### src/rtl/alarm_pkg.sv
// Shared types and BCD helpers for the multi-alarm clock core.
// Time is kept as four BCD digits, HH:MM.
package alarm_pkg;

  typedef enum logic [1:0] {
    IDLE   = 2'd0,
    RING   = 2'd1,
    SNOOZE = 2'd2
  } ring_state_t;

  typedef struct packed {
    logic [3:0] hourdec;
    logic [3:0] hourone;
    logic [3:0] mindec;
    logic [3:0] minone;
  } bcd_time_t;

  function automatic logic bcd_valid(input bcd_time_t t);
    logic h_ok;
    h_ok = (t.hourdec < 4'd2 && t.hourone <= 4'd9) ||
           (t.hourdec == 4'd2 && t.hourone <= 4'd3);
    return h_ok && t.mindec <= 4'd5 && t.minone <= 4'd9;
  endfunction

  function automatic bcd_time_t bcd_inc_min(input bcd_time_t t);
    bcd_time_t r;
    r = t;
    if (t.minone != 4'd9) begin
      r.minone = t.minone + 4'd1;
    end else begin
      r.minone = 4'd0;
      if (t.mindec != 4'd5) begin
        r.mindec = t.mindec + 4'd1;
      end else begin
        r.mindec = 4'd0;
        if (t.hourdec == 4'd2 && t.hourone == 4'd3) begin
          r.hourdec = 4'd0;
          r.hourone = 4'd0;
        end else if (t.hourone == 4'd9) begin
          r.hourone = 4'd0;
          r.hourdec = t.hourdec + 4'd1;
        end else begin
          r.hourone = t.hourone + 4'd1;
        end
      end
    end
    return r;
  endfunction

endpackage

### src/rtl/alarm_multi_core_tone.sv
// Square-wave tone source; counter held at zero while disabled
// so the first edge lands TONE_HALF cycles after enable.
module alarm_tone_gen #(
  parameter int TONE_HALF = 113_636
) (
  input  logic clk,
  input  logic rstn,
  input  logic en,
  input  logic gate,
  output logic aud_pwm
);

  localparam int TW = $clog2(TONE_HALF + 1);
  localparam logic [TW-1:0] T_LAST = TW'(TONE_HALF - 1);

  logic [TW-1:0] cnt;
  logic          sq;

  // half-period counter toggling the square wave
  always_ff @(posedge clk) begin
    if (!rstn || !en) begin
      cnt <= '0;
      sq  <= 1'b0;
    end else if (cnt == T_LAST) begin
      cnt <= '0;
      sq  <= ~sq;
    end else begin
      cnt <= cnt + TW'(1);
    end
  end

  assign aud_pwm = sq & en & gate;

endmodule

### src/rtl/alarm_multi_core.sv
// BCD time-of-day clock with NUM_ALARMS alarm channels,
// ring/snooze/stop control with timeout, and gated beep tone.
module alarm_multi_core #(
  parameter int SEC_CYCLES     = 100_000_000,
  parameter int NUM_ALARMS     = 4,
  parameter int SNOOZE_MIN     = 5,
  parameter int RING_TIMEOUT_S = 60,
  parameter int TONE_HALF      = 113_636
) (
  input  logic                    clk,
  input  logic                    rstn,
  input  logic                    load_time,
  input  logic [3:0]              hourdec_init,
  input  logic [3:0]              hourone_init,
  input  logic [3:0]              mindec_init,
  input  logic [3:0]              minone_init,
  input  logic [NUM_ALARMS-1:0]   bud_en,
  input  logic [16*NUM_ALARMS-1:0] bud_time,
  input  logic                    snooze,
  input  logic                    stop,
  output logic [3:0]              hourdec_now,
  output logic [3:0]              hourone_now,
  output logic [3:0]              mindec_now,
  output logic [3:0]              minone_now,
  output logic                    clk_sec_o,
  output logic [1:0]              ring_state_o,
  output logic [2:0]              ring_idx_o,
  output logic                    load_err,
  output logic                    aud_pwm
);

  import alarm_pkg::*;

  localparam int DW = (SEC_CYCLES > 1) ? $clog2(SEC_CYCLES) : 1;
  localparam logic [DW-1:0] DIV_LAST = DW'(SEC_CYCLES - 1);
  localparam logic [DW-1:0] DIV_HALF = DW'(SEC_CYCLES / 2);
  localparam logic [11:0]   SNZ_LOAD = 12'(SNOOZE_MIN * 60);
  localparam logic [7:0]    RT_LAST  = 8'(RING_TIMEOUT_S - 1);

  logic [DW-1:0] div;
  logic [5:0]    sec;
  bcd_time_t     now, init, nxt;
  ring_state_t   state, state_n;
  logic [2:0]    idx, idx_n, hit_idx;
  logic [7:0]    rcnt, rcnt_n;
  logic [11:0]   scnt, scnt_n;
  logic          tick, load_ok, min_inc, hit;
  logic [7:0]    en_pad;

  assign init    = {hourdec_init, hourone_init,
                    mindec_init, minone_init};
  assign tick    = div == DIV_LAST;
  assign load_ok = load_time && bcd_valid(init);
  assign nxt     = bcd_inc_min(now);
  assign min_inc = tick && sec == 6'd59 && !load_ok;
  assign en_pad  = 8'(bud_en);

  // divider, seconds and BCD time; a valid load overrides the tick
  always_ff @(posedge clk) begin
    if (!rstn) begin
      div       <= '0;
      sec       <= '0;
      now       <= '0;
      clk_sec_o <= 1'b0;
      load_err  <= 1'b0;
    end else begin
      clk_sec_o <= tick;
      load_err  <= load_time && !load_ok;
      if (load_ok) begin
        now <= init;
        sec <= '0;
        div <= '0;
      end else begin
        div <= tick ? '0 : div + DW'(1);
        if (tick) begin
          if (sec == 6'd59) begin
            sec <= '0;
            now <= nxt;
          end else begin
            sec <= sec + 6'd1;
          end
        end
      end
    end
  end

  // lowest enabled alarm equal to the incremented time
  always_comb begin
    hit     = 1'b0;
    hit_idx = '0;
    for (int k = NUM_ALARMS - 1; k >= 0; k--) begin
      if (bud_en[k] && bud_time[16*k +: 16] == nxt) begin
        hit     = 1'b1;
        hit_idx = 3'(k);
      end
    end
  end

  // ring state register with owning index and counters
  always_ff @(posedge clk) begin
    if (!rstn) begin
      state <= IDLE;
      idx   <= '0;
      rcnt  <= '0;
      scnt  <= '0;
    end else begin
      state <= state_n;
      idx   <= idx_n;
      rcnt  <= rcnt_n;
      scnt  <= scnt_n;
    end
  end

  // ring/snooze/stop next-state; stop beats snooze
  always_comb begin
    state_n = state;
    idx_n   = idx;
    rcnt_n  = rcnt;
    scnt_n  = scnt;
    unique case (state)
      IDLE: begin
        if (min_inc && hit) begin
          state_n = RING;
          idx_n   = hit_idx;
          rcnt_n  = '0;
        end
      end
      RING: begin
        if (!en_pad[idx] || stop) begin
          state_n = IDLE;
        end else if (snooze) begin
          state_n = SNOOZE;
          scnt_n  = SNZ_LOAD;
        end else if (tick) begin
          if (rcnt == RT_LAST) state_n = IDLE;
          else rcnt_n = rcnt + 8'd1;
        end
      end
      SNOOZE: begin
        if (!en_pad[idx] || stop) begin
          state_n = IDLE;
        end else if (min_inc && hit) begin
          state_n = RING;
          idx_n   = hit_idx;
          rcnt_n  = '0;
        end else if (tick) begin
          if (scnt == 12'd1) begin
            state_n = RING;
            rcnt_n  = '0;
          end else begin
            scnt_n = scnt - 12'd1;
          end
        end
      end
      default: state_n = IDLE;
    endcase
  end

  assign hourdec_now  = now.hourdec;
  assign hourone_now  = now.hourone;
  assign mindec_now   = now.mindec;
  assign minone_now   = now.minone;
  assign ring_state_o = state;
  assign ring_idx_o   = idx;

  alarm_tone_gen #(
    .TONE_HALF(TONE_HALF)
  ) u_tone (
    .clk    (clk),
    .rstn   (rstn),
    .en     (state == RING),
    .gate   (div < DIV_HALF),
    .aud_pwm(aud_pwm)
  );

endmodule

### config.mk
export PLATFORM = sky130hd
export DESIGN_NAME = alarm_multi_core
export DESIGN_NICKNAME = d
export VERILOG_FILES = /design/src/rtl/alarm_pkg.sv /design/src/rtl/alarm_multi_core_tone.sv /design/src/rtl/alarm_multi_core.sv
export SDC_FILE = /design/constraint.sdc
export NUM_CORES = 1
export LEC_CHECK = 0
export BUFFER_PORTS_ARGS = -buffer_cell sky130_fd_sc_hd__buf_4
export CAP_MARGIN = 20
export CORE_ASPECT_RATIO = 2
export CORE_MARGIN = 8
export CORE_UTILIZATION = 50
export DETAILED_ROUTE_END_ITERATION = 8
export PLACE_DENSITY = 0.73
export SYNTH_ARGS = -nofsm -noshare
export SYNTH_HDL_FRONTEND = slang
export SYNTH_SLANG_ARGS = --single-unit
### constraint.sdc
create_clock -name clk -period 9.4 [get_ports clk]
set_input_delay 0 -clock clk [delete_from_list [all_inputs] [get_ports clk]]
set_output_delay 0 -clock clk [all_outputs]
set_load 0.01 [all_outputs]
-- After elaboration in Yosys (flattened, before gate mapping)
Cells that the tools add are included.
- bits in registers: 94
- bits in latches: 0
- memory bits (writable): 0
- ROM bits: 0
- output and inout port bits: 24
- logic and storage cells: 153
- memories kept: 0
- add/subtract/negate cells: 9
- multipliers: 0
- div/mod/pow operators: 0
- order comparisons: 7
- equality and inequality tests: 33
- shift-type cells: 0
- muxes and demuxes: 51
- bitwise gates (word level): 4
- reduce and logical (&&, ||, !) cells: 35
- operators by type and width (operator ; number):
    $mux W8 ; 11
    $mux W12 ; 7
    $eq A16 B16 Y1 ; 4
    $mux W16 ; 3
    $add A27 B1 Y27 const B ; 1
    $eq A27 B27 Y1 const B ; 1
    $lt A27 B26 Y1 const B ; 1
    $pmux W12 S2 ; 1
    $pmux W8 S3 ; 1
    $mux W2 ; 10
    $ne A2 B2 Y1 const B ; 10
    $ne A4 B4 Y1 const B ; 5
    $add A17 B1 Y17 const B ; 1
    $eq A17 B17 Y1 const B ; 1
    $add A4 B1 Y4 const B ; 4
    $mux W4 ; 4
    $mux W3 ; 5
    $logic_and A1 B1 Y1 ; 14
    $eq A12 B1 Y1 const B ; 1
    $eq A4 B2 Y1 const B ; 3
    $sub A12 B1 Y12 const B ; 1
    $reduce_and A9 Y1 ; 1
    $add A8 B1 Y8 const B ; 1
    $eq A8 B6 Y1 const B ; 1
    29 further kinds ; 47

-- Depth between registers and ports, before layout
Gate-level depths: netlist of run 1.
- word-level depth: 15
- depth in mapped cells: 15
- gate-level depth less buffers: 12

-- By module
A second synthesis of run 1 with hierarchy kept.
- cell total of the unflattened synthesis: 900
- area, all modules: 7013.0 um^2
- modules (own cells, without submodules) (module ; instances ; cells each ; area an instance (um^2) ; sequential area each (um^2)):
    alarm_multi_core ; 1 ; 808 ; 6195.9 ; 1501.4
    alarm_tone_gen ; 1 ; 92 ; 817.0 ; 360.3

-- Worst setup path after synthesis of run 1
OpenSTA, ideal clock, no wires.
- kind: flip-flop to flip-flop
- start: register now (netlist bit hourdec_now[0])
- end: register scnt[3]
- library setup time: 0.074 ns
- data arrival time: 3.542 ns
- setup slack: 5.783 ns
- stages on the path, launching flop included: 14
- period minus slack after synthesis: 3.617 ns
- cells stage by stage: dfxtp_1 > clkbuf_1 > inv_1 > ha_1 > or4_1 > buf_2 > and3b_1 > o2111ai_2 > nor4_1 > or4_4 > o21a_1 > buf_6 > or4_1 > a31oi_1
- cells in the longest elaborated chain, start to end: 14
- elaborated cells between the ends (all ways): 22
- classes of those cells: 1 x add/sub; 6 x eq/ne; 8 x mux; 7 x reduce/logical
- ends and longest elaborated chain (element ; RTL line ; source):
    start: declaration ; alarm_multi_core.sv:42 ; bcd_time_t now, init, nxt;
    start signal: assignment ; alarm_multi_core.sv:70 ; now <= init;
    start signal: assignment ; alarm_multi_core.sv:78 ; now <= nxt;
    $add A4 B1 Y4 / $eq A4 B2 Y1 (equally long branches) ; alarm_pkg.sv:41, alarm_pkg.sv:36 ;
    $mux W4 / $logic_and A1 B1 Y1 (equally long branches) ; alarm_pkg.sv:39, alarm_pkg.sv:36 ;
    $mux W8 ; alarm_pkg.sv:36 ; if (t.hourdec == 4'd2 && t.hourone == 4'd3) begin
    $mux W8 ; alarm_pkg.sv:32 ; if (t.mindec != 4'd5) begin
    $mux W12 (*) ; alarm_pkg.sv:28 ; if (t.minone != 4'd9) begin
    $eq A16 B16 Y1 ; alarm_multi_core.sv:92 ; if (bud_en[k] && bud_time[16*k +: 16] == nxt) begin
    $logic_and A1 B1 Y1 ; alarm_multi_core.sv:92 ;
    $mux W1 (3 in a row) ; alarm_multi_core.sv:92 ;
    $mux W1 (*) ; alarm_multi_core.sv:92 ;
    $logic_and A1 B1 Y1 (*) ; alarm_multi_core.sv:142 ; end else if (min_inc && hit) begin
    $ne A2 B2 Y1 (no source line) (*) ; -- ;
    $reduce_and A7 Y1 (no source line) (*) ; -- ;
    end signal: assignment ; alarm_multi_core.sv:110 ; scnt <= scnt_n;
    end: declaration ; alarm_multi_core.sv:46 ; logic [11:0] scnt, scnt_n;
Every way passes the cells marked *; elsewhere a longest branch is shown, timed or not.
A chain may end at the register's enable or synchronous reset.

-- Worst setup path after layout of run 1
- start: register now (netlist bit minone_now[0])
- end: register scnt[3]
- cells in the longest elaborated chain, start to end: 11
- elaborated cells between the ends (all ways): 19
- classes of those cells: 1 x add/sub; 6 x eq/ne; 6 x mux; 6 x reduce/logical
- ends and longest elaborated chain (element ; RTL line):
    $add A4 B1 Y4 / $ne A4 B4 Y1 (equally long branches) ; alarm_pkg.sv:29, alarm_pkg.sv:28
    $mux W4 / $mux W12 (equally long branches) ; alarm_pkg.sv:28
    $eq A16 B16 Y1 ; alarm_multi_core.sv:92
    $logic_and A1 B1 Y1 ; alarm_multi_core.sv:92
    $mux W1 (3 in a row) ; alarm_multi_core.sv:92
    $mux W1 (*) ; alarm_multi_core.sv:92
    $logic_and A1 B1 Y1 (*) ; alarm_multi_core.sv:142
    $ne A2 B2 Y1 (no source line) (*) ; --
    $reduce_and A7 Y1 (no source line) (*) ; --
Marks and branches as above.

==> impl_metrics.json, run 1 <==
{
  "run_status": "complete, no violations",
  "drt_pass1_iterations": 5,
  "row_count": 58,
  "clock_pin_slew_reported_for_the_worst_setup_and_hold_paths_after_clock_tree_synthesis_ns": 0.07,
  "coreArea_sq_um": 12400,
  "synth-seq-area-share_pct": 29.7,
  "nNetsFinal": 1023,
  "grtUsageTotal_pct": 22.4,
  "clock-skew-final_ns": 0.00781,
  "chipHeight_microns": 174,
  "netlist_instances": 809,
  "critPathArrivalTime_ns": 4.87,
  "cts_tree": "done",
  "post_route_cells_drive_above_1_share_pct": 16.9,
  "max-clock-path-buffers": 2,
  "finalWirelength_microns": 18700,
  "rsz0062_at_grt": "false",
  "dr_total_vias": 6330,
  "n_antenna_cell": 0,
  "synth_top_family_by_area": "simple AND/OR/NAND/NOR gates",
  "holdPathEnd": "load_err",
  "ant_nets": 0,
  "cp_max_fo": 16,
  "fraction_of_synthesized_cell_area_in_xor_and_xnor_cells_pct": 14.0,
  "routed_wire_length_per_instance_microns": 17.4,
  "grt_start_max_net_pins": 28,
  "slew-limit-headroom_pct": 39.9,
  "hold_path_class": "input port to flip-flop",
  "slew_viol_final": 0,
  "ff_to_ff_setup_slack_ns": 4.80,
  "grt_first_pass_wirelength_microns": 29800,
  "cts_num_sinks": 93,
  "place_ws_ns": 4.87,
  "grt_antenna_before_repair": 0,
  "timing.hold.ws_ns": 0.149,
  "total_leakage_power_nw": 2.96,
  "placedInstanceArea_sq_um": 7170,
  "ys_ff_latch": 93,
  "die_area_sq_um": 16600,
  "cap_viol_max_count": 0,
  "initial_utilization_pct": 50.5,
  "mappedNetlistNets": 912,
  "cellPowerDensity_nw_per_um2": 114,
  "globalRoute.totalOverflow": 0,
  "critPathKind": "flip-flop to flip-flop",
  "die_width_microns": 95.2,
  "num_io_pins": 113,
  "cts_inserted_buffers": 9,
  "top_ff_cell_synth": "sky130_fd_sc_hd__dfxtp_1",
  "synth_fa_ha_area_share_pct": 2.79,
  "synthesis.area_sq_um": 6270,
  "r2r-start": "minone_now[0]",
  "synth-async-reset-ratio_pct": 0,
  "setup_ws_ns": 4.80,
  "worstReg2RegEnd": "scnt[3]",
  "routability_congestion": 0.968,
  "worst_hold_startpoint": "hourdec_init[2]",
  "area.growth.synth_to_final_pct": 22.1,
  "detailedRoute.firstIterationViolations": 605,
  "synth_edf_count": 0,
  "muxShareOfSynthArea_pct": 1.80,
  "port_buffers": 111,
  "cts_max_level": 3,
  "synth-simple-area-share_pct": 31.7,
  "yosysWarningCount": 0,
  "fillers": 1116,
  "hold_viol": 0,
  "post_synth.cell_area_avg_sq_um": 7.75,
  "setup.worst_path.start_class": "flip-flop",
  "ys_types": 70,
  "synthesized_area_fraction_occupied_by_ao_oa_aoi_and_oai_cells_pct": 16.4,
  "post-route-util_pct": 61.7,
  "peakVddDrop_v": 0.000111,
  "most-common-layout-cells": "sky130_fd_sc_hd__nor2_1 (114), sky130_fd_sc_hd__buf_4 (114), sky130_fd_sc_hd__dfxtp_1 (93), sky130_fd_sc_hd__nand2_1 (65), sky130_fd_sc_hd__xor2_1 (58)",
  "grt_pass1_vias": 6012,
  "timing.critical_path.required_ns": 9.68,
  "fin_setup_tns_ns": 0,
  "achievable-frequency_mhz": 217,
  "min_delay_path_depth": 4,
  "crit_path_end_kind": "flip-flop",
  "design_area_sq_um": 7660,
  "period_share_pct": 48.9,
  "drt-vias-per-instance": 5.89,
  "remaining_drc_errors": 0,
  "setup_viol_count_final": 0,
  "worstSkewPairLatency_ns": 0.35,
  "cts.root.buffer_cell": "sky130_fd_sc_hd__clkbuf_16",
  "ff2ff_path_depth": 11,
  "final.min_clock_period_ns": 4.60,
  "worst_tran_pin_value_ns": 0.899,
  "place_hpwl_microns": 14200
}
Yosys cell counts, types with 10 or more instances:
cell type | n | area, sq um
sky130_fd_sc_hd__nor3_1 | 29 | 145
sky130_fd_sc_hd__nor2_1 | 114 | 428
sky130_fd_sc_hd__xnor2_1 | 42 | 368
sky130_fd_sc_hd__nand3_1 | 41 | 205
sky130_fd_sc_hd__inv_1 | 21 | 78.8
sky130_fd_sc_hd__nor4_1 | 12 | 75.1
sky130_fd_sc_hd__or3_1 | 10 | 62.6
sky130_fd_sc_hd__nand2_1 | 65 | 244
sky130_fd_sc_hd__ha_1 | 14 | 175
sky130_fd_sc_hd__dfxtp_1 | 93 | 1860
sky130_fd_sc_hd__nand4_1 | 18 | 113
sky130_fd_sc_hd__or4_1 | 12 | 90.1
sky130_fd_sc_hd__and3_1 | 15 | 93.8
sky130_fd_sc_hd__clkbuf_1 | 19 | 71.3
sky130_fd_sc_hd__o21ai_0 | 34 | 170
sky130_fd_sc_hd__a21oi_1 | 43 | 215
sky130_fd_sc_hd__xor2_1 | 58 | 508
timing repair:
item / 4_1_cts / 5_1_grt
endpoints found under the setup margin: 0 / 0
buffers inserted: 0 / 0
gates resized for setup: 0 / 0
endpoints found under the hold margin: 16 / 0
hold buffers: 17 / 0
worst max-delay path by stage:
stage / end / startpoint / cells past startpoint
CTS: scnt[3] / minone_now[0] / 11
global placement: scnt[3] / minone_now[0] / 11
finish: scnt[3] / minone_now[0] / 11
global route: scnt[11] / minone_now[0] / 11
detailed placement: scnt[3] / minone_now[0] / 11
floorplan: scnt[3] / hourdec_now[0] / 13
layout make-up:
class	instances	area [sq um]	area share, %
Multi-Input combinational cell	663	4180	54.6
Clock buffer	9	225	2.94
Tap cell	150	188	2.45
Timing Repair Buffer	131	1030	13.4
Clock inverter	7	92.6	1.21
Sequential cell	93	1860	24.3
Inverter	22	82.6	1.08
where the power goes:
group,total [mW],switching [mW],internal [mW],leakage (nW)
Combinational,0.0851,0.0381,0.0470,2.06
Sequential,0.398,0.00241,0.396,0.750
Clock,0.389,0.176,0.213,0.149
critical path: stages (launching register included):
cell and delay, ns:
sky130_fd_sc_hd__dfxtp_1 0.56, sky130_fd_sc_hd__ha_1 0.31, sky130_fd_sc_hd__and3b_1 0.55, sky130_fd_sc_hd__nand2_1 0.38
sky130_fd_sc_hd__or4_1 0.69, sky130_fd_sc_hd__and3b_1 0.25, sky130_fd_sc_hd__o2111ai_2 0.17, sky130_fd_sc_hd__nor4_1 0.09
sky130_fd_sc_hd__or4_4 0.52, sky130_fd_sc_hd__o21a_1 0.31, sky130_fd_sc_hd__or4_1 0.50, sky130_fd_sc_hd__a31oi_1 0.16
routing by layer:
layer	global-route usage, %	up-vias	wire length (microns)
met1	30.4	2893	8380
met2	32.6	276	8010
met4	9.31	0	560
met3	5.40	27	1760
li1	-	3134	-
met5	0	-	0
cell families after synthesis:
family          count (synthesis)
other cells                     1
simple gates                  384
mux                            10
flops                          93
xor+xnor                      100
buf+inv                        53
compound gates                154
fa+ha+maj                      14
state kept, by name (all words and copies together) (netlist names), 2 cells and up:
signal and cells:
u_tone.cnt 17, ring_idx_o 2, mindec_now 4, scnt 12, minone_now 4, rcnt 8
hourone_now 4, sec 6, hourdec_now 4, ring_state_o 2, div 27
metrics by stage:
step | total power, mW | instances
2_1_floorplan | 0.440 | 809
3_3_place_gp | 0.485 | 1042
3_5_place_dp | 0.485 | 1042
4_1_cts | 0.878 | 1075
5_1_grt | 0.900 | 1075
6_report | 0.872 | 1075
No activity file was read; power rests on OpenSTA's default activity.
==> run 2, diff against run 1 <==
--- a/config.mk
+++ b/config.mk
@@ -11,7 +11,7 @@
 export CORE_MARGIN = 8
 export CORE_UTILIZATION = 50
 export DETAILED_ROUTE_END_ITERATION = 8
-export PLACE_DENSITY = 0.73
+export PLACE_DENSITY = 0.76
 export SYNTH_ARGS = -nofsm -noshare
 export SYNTH_HDL_FRONTEND = slang
 export SYNTH_SLANG_ARGS = --single-unit
==> constraint.sdc (replaced) <==
create_clock -name clk -period 3.8 [get_ports clk]
set_input_delay 0 -clock clk [delete_from_list [all_inputs] [get_ports clk]]
set_output_delay 0 -clock clk [all_outputs]
set_load 0.01 [all_outputs]
==> run 2 against run 1 <==
  * Sequential power increased by 150%
  * Critical endpoint unchanged
  * Via count rose by 3.3%
  * Final area increased by 2.8%
  * Die area unchanged
  * Largest power group unchanged
  * Fmax is 27% higher
  * Routed wire length is 4.3% higher
==> impl_metrics.json, run 2 (synthesis results as in run 1) <==
{
  "die_width_microns": 95.2,
  "coreArea_sq_um": 12400,
  "cp_max_fo": 10,
  "setup_viol_count_final": 0,
  "critical_path.n_buffers_inverters": 1,
  "routability_congestion": 0.960,
  "grt_pass1_vias": 6317,
  "total_leakage_power_nw": 3.09,
  "routed_wire_length_per_instance_microns": 17.6,
  "post-route-util_pct": 63.5,
  "slew-limit-headroom_pct": 45.1,
  "power.sequential.fraction_pct": 48.1,
  "clock-skew-final_ns": 0.00528,
  "row_count": 58,
  "cts_tree": "done",
  "layout.area.seq_sq_um": 1860,
  "crit_family": "simple AND/OR/NAND/NOR gates",
  "final_common_cell": "sky130_fd_sc_hd__buf_4",
  "dr_total_vias": 6541,
  "achievable-frequency_mhz": 276,
  "reg_top3": "div (27), u_tone.cnt (17), scnt (12)",
  "hold_viol": 0,
  "peakVddDrop_v": 0.000249,
  "grt_antenna_before_repair": 0,
  "cts.root.buffer_cell": "sky130_fd_sc_hd__clkbuf_16",
  "critical_path.max_stage_delay_ns": 0.56,
  "timing.critical_path.required_ns": 4.07,
  "grt_start_max_net_pins": 28,
  "num_io_pins": 113,
  "drt_pass1_iterations": 5,
  "critPathKind": "flip-flop to flip-flop",
  "area.growth.synth_to_final_pct": 25.6,
  "most-common-layout-cells": "sky130_fd_sc_hd__buf_4 (148), sky130_fd_sc_hd__nor2_1 (114), sky130_fd_sc_hd__dfxtp_1 (93), sky130_fd_sc_hd__nand2_1 (65), sky130_fd_sc_hd__xor2_1 (58)",
  "cellPowerDensity_nw_per_um2": 259,
  "cts_num_sinks": 93,
  "setup.worst_path.start_class": "flip-flop",
  "ant_nets": 0,
  "nNetsFinal": 1055,
  "netSwitchingFraction_pct": 24.4,
  "holdPathEnd": "ring_state_o[0]",
  "cap_viol_max_count": 0,
  "initial_utilization_pct": 50.5,
  "largest_register_ffs": 27,
  "multi_input_gate_area_in_the_final_layout_sq_um": 4210,
  "die_area_sq_um": 16600,
  "detailedRoute.firstIterationViolations": 499,
  "total_switching_power_mw": 0.499,
  "portion_of_total_power_attributed_to_combinational_logic_pct": 10.6,
  "grtUsageTotal_pct": 23.7,
  "worst_tran_pin_value_ns": 0.802,
  "chipHeight_microns": 174,
  "grt_first_pass_wirelength_microns": 31900,
  "critical-path-slowest-cell": "sky130_fd_sc_hd__or4_4",
  "run_status": "complete, no violations",
  "final.min_clock_period_ns": 3.62,
  "critical_path.cell_chain": "ha_1 -> nand2_1 -> o21ai_2 -> buf_4 -> o31a_1 -> xor2_1 -> o2111ai_1 -> nor4_2 -> or4_4 -> o21a_1 -> or4_1 -> a31oi_1",
  "globalRoute.totalOverflow": 0,
  "post_route_cells_drive_above_1_share_pct": 20.3,
  "drt-vias-per-instance": 5.91,
  "worstReg2RegEnd": "scnt[3]",
  "slew_viol_final": 0,
  "fin_setup_tns_ns": 0,
  "crit_path_end_kind": "flip-flop",
  "cts_max_level": 3,
  "fillers": 1083,
  "internal_power_mw": 1.54,
  "port_buffers": 111,
  "worstSkewPairLatency_ns": 0.34,
  "finalWirelength_microns": 19500,
  "critPathArrivalTime_ns": 3.90,
  "r2r-start": "hourone_now[0]",
  "n_antenna_cell": 0,
  "registers.top_by_ff_count": "div",
  "ff_to_ff_setup_slack_ns": 0.18,
  "rsz0062_at_grt": "false",
  "cts_inserted_buffers": 9,
  "hold_path_class": "input port to flip-flop",
  "period_share_pct": 95.3,
  "max-clock-path-buffers": 2,
  "worst_hold_startpoint": "snooze",
  "clock_pin_slew_reported_for_the_worst_setup_and_hold_paths_after_clock_tree_synthesis_ns": 0.07,
  "ff2ff_path_depth": 12,
  "min_delay_path_depth": 4,
  "remaining_drc_errors": 0,
  "power_frac_clock_pct": 41.3,
  "place_hpwl_microns": 15200
}
[run 2: per-stage QoR]
stage / setup slack, ns / instance area, sq um / hold WS [ns] / power (mW) / cells
2_1_floorplan: 0.183 / 6270 / 0.114 / 1.09 / 809
3_3_place_gp: 0.243 / 7420 / 0.241 / 1.20 / 1075
3_5_place_dp: 0.0948 / 7420 / 0.246 / 1.20 / 1075
4_1_cts: 0.106 / 7850 / 0.00221 / 2.06 / 1106
5_1_grt: 0.00346 / 7880 / 0.0176 / 2.11 / 1107
6_report: 0.177 / 7880 / 0.0209 / 2.04 / 1107
[run 2: how the worst max path moves through the flow]
| stage | start | endpoint | slack [ns] | cells after the start |
|---|---|---|---|---|
| detailed placement | minone_now[1] | scnt[3] | 0.09 | 12 |
| global route | hourone_now[0] | rcnt[7] | 0.003 | 13 |
| floorplan | hourdec_now[0] | scnt[3] | 0.18 | 13 |
| CTS | minone_now[1] | scnt[3] | 0.11 | 12 |
| finish | hourone_now[0] | scnt[3] | 0.18 | 12 |
| global placement | minone_now[1] | scnt[3] | 0.24 | 12 |
[run 2: power groups by stage]
stage	Sequential [mW]	Clock (mW)	Combinational (mW)
floorplan	1.01	0	0.0829
global placement	1.00	0	0.199
detailed placement	1.01	0	0.199
CTS	0.983	0.860	0.213
global route	0.983	0.895	0.233
finish	0.983	0.844	0.216
[run 2: area by class of cell]
class / count / area share (%)
tap: 150 / 2.38
sequential: 93 / 23.6
inverter: 22 / 1.05
clock inverter: 6 / 0.604
timing repair buffer: 163 / 16.0
clock buffer: 10 / 2.91
multi-input combinational: 663 / 53.4
[run 2: timing repair]
action	4_1_cts	5_1_grt
buffers inserted	0	1
endpoints found under the hold margin	14	0
resized for setup	0	7
hold buffers	15	0
setup endpoints to repair	0	7
[run 2: layer usage]
metal  vias to the layer above  track usage (%)  part of all wire [%]
met5                         -                0                     0
met4                         0             8.20                   2.7
met3                        29             4.97                   8.5
met2                       240             37.4                    45
met1                      3078             30.6                    44
li1                       3194                -                     -
[run 2: worst min-delay path, delay by kind of cell]
family | cells | cell delay, ns
AOI/OAI and AO/OA | 1 | 0.06
buffers and inverters | 1 | 0.11
and+or+nand+nor | 2 | 0.15
==> run 3, diff against run 2 <==
--- a/config.mk
+++ b/config.mk
@@ -9,9 +9,9 @@
 export CAP_MARGIN = 20
 export CORE_ASPECT_RATIO = 2
 export CORE_MARGIN = 8
-export CORE_UTILIZATION = 50
+export CORE_UTILIZATION = 51
 export DETAILED_ROUTE_END_ITERATION = 8
-export PLACE_DENSITY = 0.76
+export PLACE_DENSITY = 0.77
 export SYNTH_ARGS = -nofsm -noshare
 export SYNTH_HDL_FRONTEND = slang
 export SYNTH_SLANG_ARGS = --single-unit
==> run 3 against run 2 <==
  * Via count up 2.6%
  * Count of clock-buffer cells in the layout down 1
  * Largest cell class unchanged
  * Clock skew up 0.0020 ns
  * Critical path type unchanged
  * Combinational power up 6%
  * Final cell count up 1.8%
  * Fmax down 1.1%
  * Clock power down 2%
  * Largest power group unchanged
  * Routed wire length up 15%
  * Global-route usage up 3.7 points
  * Highest routed layer unchanged
  * Final area up 2.1%
==> impl_metrics.json, run 3 (synthesis results as in run 1) <==
{
  "registers.top_by_ff_count": "div",
  "reg_top3": "div (27), u_tone.cnt (17), scnt (12)",
  "worstSkewPairLatency_ns": 0.34,
  "grt_start_max_net_pins": 28,
  "portion_of_total_power_attributed_to_combinational_logic_pct": 11.2,
  "power_frac_clock_pct": 40.6,
  "row_count": 57,
  "peakVddDrop_v": 0.000320,
  "cts_tree": "done",
  "period_share_pct": 96.4,
  "netSwitchingFraction_pct": 24.3,
  "grt_pass1_vias": 6693,
  "drt_pass1_iterations": 5,
  "dp_cells": 1098,
  "cts.root.buffer_cell": "sky130_fd_sc_hd__clkbuf_16",
  "slew-limit-headroom_pct": 48.9,
  "crit_path_end_kind": "flip-flop",
  "power.sequential.fraction_pct": 48.2,
  "critPathArrivalTime_ns": 3.93,
  "grtUsageTotal_pct": 27.3,
  "critPathKind": "flip-flop to flip-flop",
  "r2r-start": "mindec_now[1]",
  "worst_tran_pin_value_ns": 0.765,
  "die_area_sq_um": 16300,
  "final_common_cell": "sky130_fd_sc_hd__buf_4",
  "clock_pin_slew_reported_for_the_worst_setup_and_hold_paths_after_clock_tree_synthesis_ns": 0.06,
  "grt_antenna_before_repair": 0,
  "cts_num_sinks": 93,
  "finalWirelength_microns": 22400,
  "achievable-frequency_mhz": 273,
  "area.growth.synth_to_final_pct": 28.3,
  "largest_register_ffs": 27,
  "globalRoute.totalOverflow": 0,
  "clock-skew-final_ns": 0.00726,
  "cap_viol_max_count": 0,
  "internal_power_mw": 1.54,
  "nNetsFinal": 1079,
  "timing.critical_path.required_ns": 4.07,
  "fin_setup_tns_ns": 0,
  "grt_first_pass_wirelength_microns": 34700,
  "worst_hold_startpoint": "mindec_init[0]",
  "setup_viol_count_final": 0,
  "max-clock-path-buffers": 2,
  "worstSetupStartpoint": "mindec_now[1]",
  "num_io_pins": 113,
  "cp_max_fo": 10,
  "cts_max_level": 3,
  "final.min_clock_period_ns": 3.66,
  "cts_inserted_buffers": 9,
  "ant_nets": 0,
  "place_hpwl_microns": 18000,
  "port_buffers": 111,
  "routed_wire_length_per_instance_microns": 19.9,
  "total_leakage_power_nw": 3.22,
  "total_switching_power_mw": 0.497,
  "post_route_cells_drive_above_1_share_pct": 22.2,
  "remaining_drc_errors": 0,
  "initial_utilization_pct": 52.0,
  "setup.worst_path.start_class": "flip-flop",
  "run_status": "complete, no violations",
  "power.total_mw": 2.04,
  "cellPowerDensity_nw_per_um2": 254,
  "hold_path_class": "input port to flip-flop",
  "cts_post_setup_buffers_inserted": 0,
  "most-common-layout-cells": "sky130_fd_sc_hd__buf_4 (173), sky130_fd_sc_hd__nor2_1 (114), sky130_fd_sc_hd__dfxtp_1 (93), sky130_fd_sc_hd__nand2_1 (65), sky130_fd_sc_hd__xor2_1 (58)",
  "drt-vias-per-instance": 5.95,
  "hold_viol": 0,
  "routability_congestion": 0.977,
  "detailedRoute.firstIterationViolations": 292,
  "timing.hold.ws_ns": 0.0000624,
  "coreArea_sq_um": 12100,
  "slew_viol_final": 0,
  "layoutNonFillerInstCount": 1127,
  "chipHeight_microns": 173,
  "die_width_microns": 94.4,
  "dr_total_vias": 6709,
  "n_antenna_cell": 0
}
==> run 3: changes by cell type in the layout (fill, tap and decap cells not counted), moves of 2 or more <==
cell	change
sky130_fd_sc_hd__buf_4	+25
sky130_fd_sc_hd__clkinv_4	+2
sky130_fd_sc_hd__o21ai_0	+2
sky130_fd_sc_hd__o21ai_1	-2
sky130_fd_sc_hd__clkinvlp_4	-2
==> run 3: power by group through the flow <==
stage	clock (mW)	sequential [mW]	combinational, mW
3_3_place_gp	0	1.00	0.213
3_5_place_dp	0	1.00	0.213
4_1_cts	0.846	0.983	0.226
6_report	0.829	0.983	0.229
2_1_floorplan	0	1.01	0.0829
5_1_grt	0.882	0.983	0.244
==> run 3: critical path, stage by stage, from the launching register on <==
cell	delay [ns]
sky130_fd_sc_hd__dfxtp_1	0.32
sky130_fd_sc_hd__inv_1	0.04
sky130_fd_sc_hd__ha_1	0.20
sky130_fd_sc_hd__and3b_1	0.20
sky130_fd_sc_hd__nand2_1	0.15
sky130_fd_sc_hd__buf_4	0.22
sky130_fd_sc_hd__a21oi_1	0.06
sky130_fd_sc_hd__buf_4	0.16
sky130_fd_sc_hd__o311a_1	0.36
sky130_fd_sc_hd__nand4_1	0.24
sky130_fd_sc_hd__nor4_2	0.13
sky130_fd_sc_hd__or4_4	0.57
sky130_fd_sc_hd__o21a_2	0.29
sky130_fd_sc_hd__or4_1	0.47
sky130_fd_sc_hd__a31oi_1	0.16
==> run 3: layer usage <==
layer | wire length (microns) | global-route usage, % | share of wire [%]
met5 | 0 | 0 | 0
met4 | 1750 | 21.3 | 7.8
met3 | 1070 | 4.64 | 4.7
met2 | 12200 | 50.9 | 54
met1 | 7470 | 24.4 | 33
==> run 3: worst paths after layout <==
check,endpoint,slack (ns),cells past startpoint
setup / recovery,scnt[3],0.14,14
hold / removal,mindec_now[0],0.00006,3
setup reg to reg,scnt[3],0.14,14
hold reg to reg,div[0],0.45,1
==> run 3: per-stage QoR <==
step           cell area [sq um]  worst slack, ns  util (%)
2_1_floorplan               6270            0.183         -
3_3_place_gp                7610            0.177      63.1
3_5_place_dp                7610            0.164      63.1
4_1_cts                     8030            0.147      66.6
5_1_grt                     8040          -0.0421      66.7
6_report                    8040            0.137      66.7
==> run 3: repair_timing <==
| action | 4_1_cts | 5_1_grt |
|---|---|---|
| resized for setup | 0 | 4 |
| hold buffers | 14 | 0 |
| hold endpoints to repair | 13 | 0 |
| endpoints found under the setup margin | 0 | 9 |
==> run 3: area by class of cell <==
| class | instances | area [sq um] |
|---|---|---|
| clock buffers | 9 | 225 |
| clock inverters | 6 | 50.0 |
| fillers | 1101 | 4010 |
| inverters | 22 | 82.6 |
| multi-input cells | 663 | 4200 |
| flip-flops and latches | 93 | 1860 |
| well taps | 147 | 184 |
| repair buffers | 187 | 1440 |
